## src/rtl/frame_deframer.sv

```systemverilog
// Receive-side deframer: delimiter hunt, ESC unstuffing, type and CRC-32 check.
// Delivers the payload over a valid/ready handshake and strobes a confirmation code.
module frame_deframer #(
   parameter int unsigned DATA_SIZE   = 64,
   parameter int unsigned CRC_SIZE    = 4,
   parameter logic [7:0]  FRAME_START = 8'h06,
   parameter logic [7:0]  FRAME_END   = 8'h07,
   parameter logic [7:0]  ESC_VAL     = 8'h14,
   parameter logic [7:0]  ESC_XOR     = 8'h20,
   parameter logic [7:0]  FIRST_FRAME = 8'h10,
   parameter logic [7:0]  LAST_FRAME  = 8'h01,
   parameter logic [7:0]  NORMALNA    = 8'h02,
   parameter logic [7:0]  POJEDYNCZA  = 8'h03,
   parameter logic [7:0]  OKAY        = 8'h05,
   parameter logic [7:0]  ERROR       = 8'h04,
   parameter logic [7:0]  FATAL_ERROR = 8'h08
) (
   input  logic                             clk,
   input  logic                             reset,
   input  logic [7:0]                       rx_data,
   input  logic                             rx_valid,
   output logic                             rx_ready,
   output logic [DATA_SIZE*8-1:0]           fout,
   output logic [$clog2(DATA_SIZE+1)-1:0]   fout_len,
   output logic [7:0]                       fout_type,
   output logic                             fout_valid,
   input  logic                             fout_ready,
   output logic [7:0]                       conf_code,
   output logic                             conf_valid,
   output logic [15:0]                      err_count
);

   localparam int unsigned BufBytes = DATA_SIZE + CRC_SIZE;
   localparam int unsigned CntW     = $clog2(BufBytes + 1);
   localparam int unsigned LenW     = $clog2(DATA_SIZE + 1);
   localparam logic [CntW-1:0] CrcCnt     = CntW'(CRC_SIZE);
   localparam logic [CntW-1:0] CntFull    = CntW'(BufBytes);
   localparam logic [31:0]     CrcPoly    = 32'hEDB88320;
   localparam logic [31:0]     CrcResidue = 32'hDEBB20E3;

   typedef enum logic [2:0] {
      StIdle, StType, StBody, StEsc, StCheck, StHold, StDiscard
   } state_e;

   state_e                  state_q, state_d;
   logic [CntW-1:0]         cnt_q, cnt_d;
   logic [31:0]             crc_q, crc_d;
   logic [BufBytes*8-1:0]   buf_q, buf_d;
   logic [7:0]              type_q, type_d;
   logic [DATA_SIZE*8-1:0]  fout_q, fout_d;
   logic [LenW-1:0]         fout_len_q, fout_len_d;
   logic [7:0]              fout_type_q, fout_type_d;
   logic                    fout_valid_q, fout_valid_d;
   logic [7:0]              conf_code_q, conf_code_d;
   logic                    conf_valid_q, conf_valid_d;
   logic [15:0]             err_count_q, err_count_d;

   logic                    rx_acc;
   logic                    do_start, do_store, do_err, do_fatal, do_ok;
   logic [7:0]              store_byte;
   logic [CntW-1:0]         pay_len;

   function automatic logic [31:0] crc_next(input logic [31:0] crc, input logic [7:0] b);
      logic [31:0] c;
      c = crc ^ {24'h0, b};
      for (int i = 0; i < 8; i++) begin
         c = c[0] ? ((c >> 1) ^ CrcPoly) : (c >> 1);
      end
      return c;
   endfunction

   function automatic logic is_type(input logic [7:0] b);
      return (b == FIRST_FRAME) || (b == LAST_FRAME) || (b == NORMALNA) || (b == POJEDYNCZA);
   endfunction

   always_ff @(posedge clk) begin
      if (reset) begin
         state_q      <= StIdle;
         cnt_q        <= '0;
         crc_q        <= 32'hFFFFFFFF;
         buf_q        <= '0;
         type_q       <= '0;
         fout_q       <= '0;
         fout_len_q   <= '0;
         fout_type_q  <= '0;
         fout_valid_q <= 1'b0;
         conf_code_q  <= '0;
         conf_valid_q <= 1'b0;
         err_count_q  <= '0;
      end else begin
         state_q      <= state_d;
         cnt_q        <= cnt_d;
         crc_q        <= crc_d;
         buf_q        <= buf_d;
         type_q       <= type_d;
         fout_q       <= fout_d;
         fout_len_q   <= fout_len_d;
         fout_type_q  <= fout_type_d;
         fout_valid_q <= fout_valid_d;
         conf_code_q  <= conf_code_d;
         conf_valid_q <= conf_valid_d;
         err_count_q  <= err_count_d;
      end
   end

   always_comb begin
      state_d      = state_q;
      cnt_d        = cnt_q;
      crc_d        = crc_q;
      buf_d        = buf_q;
      type_d       = type_q;
      fout_d       = fout_q;
      fout_len_d   = fout_len_q;
      fout_type_d  = fout_type_q;
      fout_valid_d = fout_valid_q;
      conf_code_d  = conf_code_q;
      conf_valid_d = 1'b0;
      err_count_d  = err_count_q;
      do_start     = 1'b0;
      do_store     = 1'b0;
      do_err       = 1'b0;
      do_fatal     = 1'b0;
      do_ok        = 1'b0;
      store_byte   = rx_data;
      pay_len      = cnt_q - CrcCnt;

      unique case (state_q)
         StIdle: begin
            if (rx_acc && (rx_data == FRAME_START)) do_start = 1'b1;
         end
         StType: begin
            if (rx_acc) begin
               if (rx_data == FRAME_START) begin
                  do_start = 1'b1;
               end else if (is_type(rx_data)) begin
                  type_d  = rx_data;
                  state_d = StBody;
               end else begin
                  do_err  = 1'b1;
                  state_d = StIdle;
               end
            end
         end
         StBody: begin
            if (rx_acc) begin
               if (rx_data == ESC_VAL) begin
                  state_d = StEsc;
               end else if (rx_data == FRAME_END) begin
                  state_d = StCheck;
               end else if (rx_data == FRAME_START) begin
                  do_err   = 1'b1;
                  do_start = 1'b1;
               end else begin
                  do_store = 1'b1;
               end
            end
         end
         StEsc: begin
            if (rx_acc) begin
               if (rx_data == FRAME_START) begin
                  do_err   = 1'b1;
                  do_start = 1'b1;
               end else if ((rx_data == FRAME_END) || (rx_data == ESC_VAL)) begin
                  do_err  = 1'b1;
                  state_d = StDiscard;
               end else begin
                  do_store   = 1'b1;
                  store_byte = rx_data ^ ESC_XOR;
                  state_d    = StBody;
               end
            end
         end
         StCheck: begin
            if ((cnt_q <= CrcCnt) || ((CRC_SIZE == 4) && (crc_q != CrcResidue))) begin
               do_err  = 1'b1;
               state_d = StIdle;
            end else begin
               do_ok   = 1'b1;
               state_d = StHold;
            end
         end
         StHold: begin
            if (fout_ready) begin
               fout_valid_d = 1'b0;
               state_d      = StIdle;
            end
         end
         StDiscard: begin
            if (rx_acc && (rx_data == FRAME_START)) do_start = 1'b1;
         end
         default: state_d = StIdle;
      endcase

      // A store into a full buffer overrides the return-to-BODY taken from ESC.
      if (do_store) begin
         if (cnt_q == CntFull) begin
            do_fatal = 1'b1;
            state_d  = StDiscard;
         end else begin
            for (int i = 0; i < BufBytes; i++) begin
               if (cnt_q == CntW'(i)) buf_d[BufBytes*8-1-8*i -: 8] = store_byte;
            end
            cnt_d = cnt_q + 1'b1;
            crc_d = crc_next(crc_q, store_byte);
         end
      end

      if (do_start) begin
         state_d = StType;
         cnt_d   = '0;
         crc_d   = 32'hFFFFFFFF;
         buf_d   = '0;
      end

      // CRC bytes that fall inside the visible window are masked to zero.
      if (do_ok) begin
         for (int i = 0; i < DATA_SIZE; i++) begin
            fout_d[DATA_SIZE*8-1-8*i -: 8] =
               (CntW'(i) < pay_len) ? buf_q[BufBytes*8-1-8*i -: 8] : 8'h00;
         end
         fout_len_d   = LenW'(pay_len);
         fout_type_d  = type_q;
         fout_valid_d = 1'b1;
         conf_code_d  = OKAY;
         conf_valid_d = 1'b1;
      end

      if (do_err || do_fatal) begin
         conf_code_d  = do_fatal ? FATAL_ERROR : ERROR;
         conf_valid_d = 1'b1;
         if (err_count_q != 16'hFFFF) err_count_d = err_count_q + 16'd1;
      end
   end

   always_comb begin
      rx_ready   = !((state_q == StCheck) || (state_q == StHold));
      rx_acc     = rx_valid && rx_ready;
      fout       = fout_q;
      fout_len   = fout_len_q;
      fout_type  = fout_type_q;
      fout_valid = fout_valid_q;
      conf_code  = conf_code_q;
      conf_valid = conf_valid_q;
      err_count  = err_count_q;
   end

endmodule
```

## config.mk

```make
export PLATFORM = sky130hd
export DESIGN_NAME = frame_deframer
export DESIGN_NICKNAME = d
export VERILOG_FILES = /design/src/rtl/frame_deframer.sv
export SDC_FILE = /design/constraint.sdc
export NUM_CORES = 2
export LEC_CHECK = 0
export ABC_AREA = 1
export CAP_MARGIN = 20
export CORE_ASPECT_RATIO = 0.5
export CORE_MARGIN = 3
export CORE_UTILIZATION = 55
export CTS_CLUSTER_DIAMETER = 30
export DETAILED_ROUTE_END_ITERATION = 7
export GPL_ROUTABILITY_DRIVEN = 0
export HOLD_SLACK_MARGIN = 0.06
export PLACE_DENSITY_LB_ADDON = 0.15
export SLEW_MARGIN = 20
export SYNTH_ARGS = -nofsm -noshare
export SYNTH_HDL_FRONTEND = slang
export SYNTH_SLANG_ARGS = --single-unit
```

## constraint.sdc

```tcl
create_clock -name clk -period 2.9 [get_ports clk]
set_clock_uncertainty 0.1 [all_clocks]
set_input_delay 0.87 -clock clk [delete_from_list [all_inputs] [get_ports clk]]
set_output_delay 0.87 -clock clk [all_outputs]
set_load 0.005 [all_outputs]
```

==> impl_metrics.csv <==
group,metric,value,unit
setup_path,worst-path-buf-inv,2,
placement,dpl.hpwl,94140,um
setup_path,required,3410,ps
synth,synth_xor_area_frac,0.01395,
run,cap_violations,0,
setup_path,critPathMaxFanout,12,
power,powerDensity,608.2,mW/mm2
cts,cts_hold_buffers,0,
sta,fmax,350.8,MHz
drt,drc,2,
sta,fin_crit_sh,0.9830,
cts,clk_latency,730,ps
synth,synth.area.mux_share,0,
final_layout,drive_above_1_share,0.09372,
final_layout,synthToLayoutAreaGrowth,29.93,%
cts,cts_buffers,120,
drt,wl,142100,um
power,power.total,32680,uW
sta,drv_slew,0,
placement,place_ws,-472.7,ps
sta,min_period,2851,ps
synth,async_flop_share,0,
cts,clk_path_buf_depth,3,
grt,grtUsageTotal,0.3429,
grt,grt_pass1_wl,213800,um
setup_path,cp.arrival,3360,ps
cts,cts_tree,"done",
placement,portBuffers,560,
synth,yosysSeqAreaShare,0.5373,
synth,netlist_instances,5282,
outcome,violations,"DRC",
setup_path,worst_path_max_delay_cell,"nor2_1",
synth,synth_simple_gate_area_frac,0.2095,
sta,slew_headroom,0.3267,
sta,worst_pin_slew,1010,ps
drt,drtPass1Iterations,8,
sta,hold_ws,345.2,ps
drt,wl_per_cell,20.41,um
setup_path,critical_path.most_common_cell,"nand2_1",
floorplan,die_y,199.9,um
cts,htree_num_levels,3,
setup_path,cp_top_family,"simple AND/OR/NAND/NOR gates",
setup_path,cpPeakStageDelay,560,ps
setup_path,critPathLaunchType,"register",
synth,synth_compound_area_frac,0.1801,
final_layout,fill_cells,5635,
synth,netlist_area,0.04136,mm2
sta,fin_ws,49.31,ps
synth,synth_edf_count,0,
floorplan,rows,70,
drt,viasPerCell,5.824,
min_path,hp-class,"register to register",
drt,dr.first_iter.drc_count,3999,
synth,yosysWarnings,0,
final_layout,post-route-util,0.7287,
final_layout,final_nets,5872,
grt,grt_antenna_before_repair,3,
floorplan,ios,566,
floorplan,fp.coreArea,0.07375,mm2
cts,path_clk_slew,60,ps
synth,avgSynthCellArea,7.830,um2
cts,clockRootBuffer,"clkbuf_16",
sta,hold_viol,0,
setup_path,cp-end-kind,"register",
grt,grt_max_degree,176,
power,peakVddDrop,528.2,uV
final_layout,final_cells,6965,
synth,yosysUniqueCellTypes,36,
floorplan,start_util,0.5608,
floorplan,die_area,0.07872,mm2
setup_path,cp_cell_sequence,"inv_2, nor3_1, inv_1, nor2_1, nand2_1, nand2_1, a21oi_1",
synth,synthAdderAreaFrac,0.003025,
grt,grt_pass1_vias,37810,
power,p_leak,0.01896,uW
outcome,status,"complete, but fails checks",
cts,clock_sinks,1110,
synth,ys_ff_latch,1110,
floorplan,die_w,393.8,um
synth,synth_top_family_by_area,"simple AND/OR/NAND/NOR gates",
setup_path,critPathKind,"register to register",
drt,ant_nets,0,
grt,grt_overflow,0,
placement,dpl.cell_count,6730,
synth,ys.flop_type,"dfxtp_1",
sta,setup_viol,0,
drt,vias,40560,
==> through the flow <==
stage          instance area [um2]  setup TNS [ps]
5_1_grt                      53730          -552.5
2_1_floorplan                41370               0
3_5_place_dp                 49190         -156480
3_3_place_gp                 49190         -132960
4_1_cts                      53570               0
6_report                     53740               0
==> state kept, by name, indices dropped and copies added (netlist names) <==
signal and cells:
buf_q 512, fout 512, crc_q 32, err_count 16, fout_type 8, type_q 8, cnt_q 7, fout_len 7
conf_code 3, state_q 3, conf_valid 1, fout_valid 1
==> repair_timing <==
item	CTS	global route
endpoints found under the setup margin	12	230
cloned	0	2
pin swaps	0	1
gates resized for setup	5	24
setup buffers	1	3
==> synth_stat cells (all sizes together), types with 15 or more instances <==
cell,instances,area (um2)
xnor2,15,138.9
o21ai,423,2125
inv,180,675.7
dfxtp,1110,22220
a21oi,1040,5205
nand2,1077,4050
xor2,50,437.9
clkbuf,241,905.9
nand3,592,2963
buf,140,726.9
nor2,307,1215
nor3,46,230.2
nand4,17,112.6
==> logic make-up after synthesis <==
group | count (synthesis)
AOI/OAI and AO/OA | 1479
xor gates and xnor gates | 65
and+or+nand+nor | 2053
DFF | 1110
other | 1
buffers and inverters | 564
adders and majority gates | 10
==> per-layer routing <==
| layer | up-vias | track usage | part of all wire | routed length (um) |
|---|---|---|---|---|
| met5 | - | 0 | 0.00016 | 23 |
| met4 | 4 | 0.1548 | 0.045 | 6417 |
| met3 | 409 | 0.08464 | 0.10 | 14500 |
| met2 | 2066 | 0.5491 | 0.46 | 64950 |
| met1 | 19200 | 0.4442 | 0.40 | 56240 |
| li1 | 18880 | - | - | - |
==> placed cells by master, fill, tap and decap left out, types with 10 or more instances in the layout <==
| cell type | Yosys | final |
|---|---|---|
| dfxtp_1 | 1110 | 1108 |
| nand2_1 | 1074 | 1068 |
| a21oi_1 | 1040 | 1040 |
| nand3_1 | 592 | 590 |
| clkdlybuf4s50_1 | 0 | 551 |
| o21ai_0 | 401 | 400 |
| nor2_1 | 286 | 279 |
| buf_4 | 17 | 210 |
| inv_1 | 174 | 167 |
| clkbuf_16 | 0 | 122 |
| xor2_1 | 50 | 50 |
| buf_12 | 0 | 48 |
| nor3_1 | 46 | 45 |
| nor2_2 | 19 | 21 |
| o21ai_1 | 20 | 19 |
| inv_6 | 0 | 19 |
| bufinv_16 | 0 | 17 |
| nand4_1 | 16 | 16 |
| clkinvlp_4 | 0 | 16 |
| xnor2_1 | 14 | 14 |
| inv_2 | 6 | 12 |
| clkinv_4 | 0 | 12 |
| clkinv_8 | 0 | 11 |
| ha_1 | 10 | 10 |
==> report_power, final <==
group | leakage, uW | switching, uW | internal (uW)
registers | 0.00894 | 0.0885 | 15200
logic | 0.00793 | 665 | 238
clock network | 0.00209 | 6920 | 9620
total | 0.0190 | 7590 | 25100
==> worst paths after layout <==
check                           slack, ps  startpoint  depth (start not counted)          to
worst min register to register        350   type_q[5]                          2   type_q[5]
worst min-delay path                  350   type_q[5]                          2   type_q[5]
worst max register to register         50    cnt_q[4]                          7  buf_q[293]
worst max-delay path                   50    cnt_q[4]                          7  buf_q[293]
==> worst register-to-register path: stages, from the launching register on <==
cell	delay, ps
dfxtp_1	460
inv_2	120
nor3_1	550
inv_1	420
nor2_1	560
nand2_1	320
nand2_1	130
a21oi_1	80
==> cell type report <==
type | count | area, um2 | share of cell area
Timing Repair inverter | 1 | 8.758 | 0.0001630
Tap cell | 1008 | 1261 | 0.02347
Sequential cell | 1110 | 22220 | 0.4136
Timing Repair Buffer | 822 | 8219 | 0.1529
Clock buffer | 137 | 3178 | 0.05914
Antenna cell | 3 | 7.507 | 0.0001397
Multi-Input combinational cell | 3612 | 16950 | 0.3154
Inverter | 183 | 706.9 | 0.01316
Clock inverter | 89 | 1186 | 0.02207
Power figures use the tool's default switching activity.
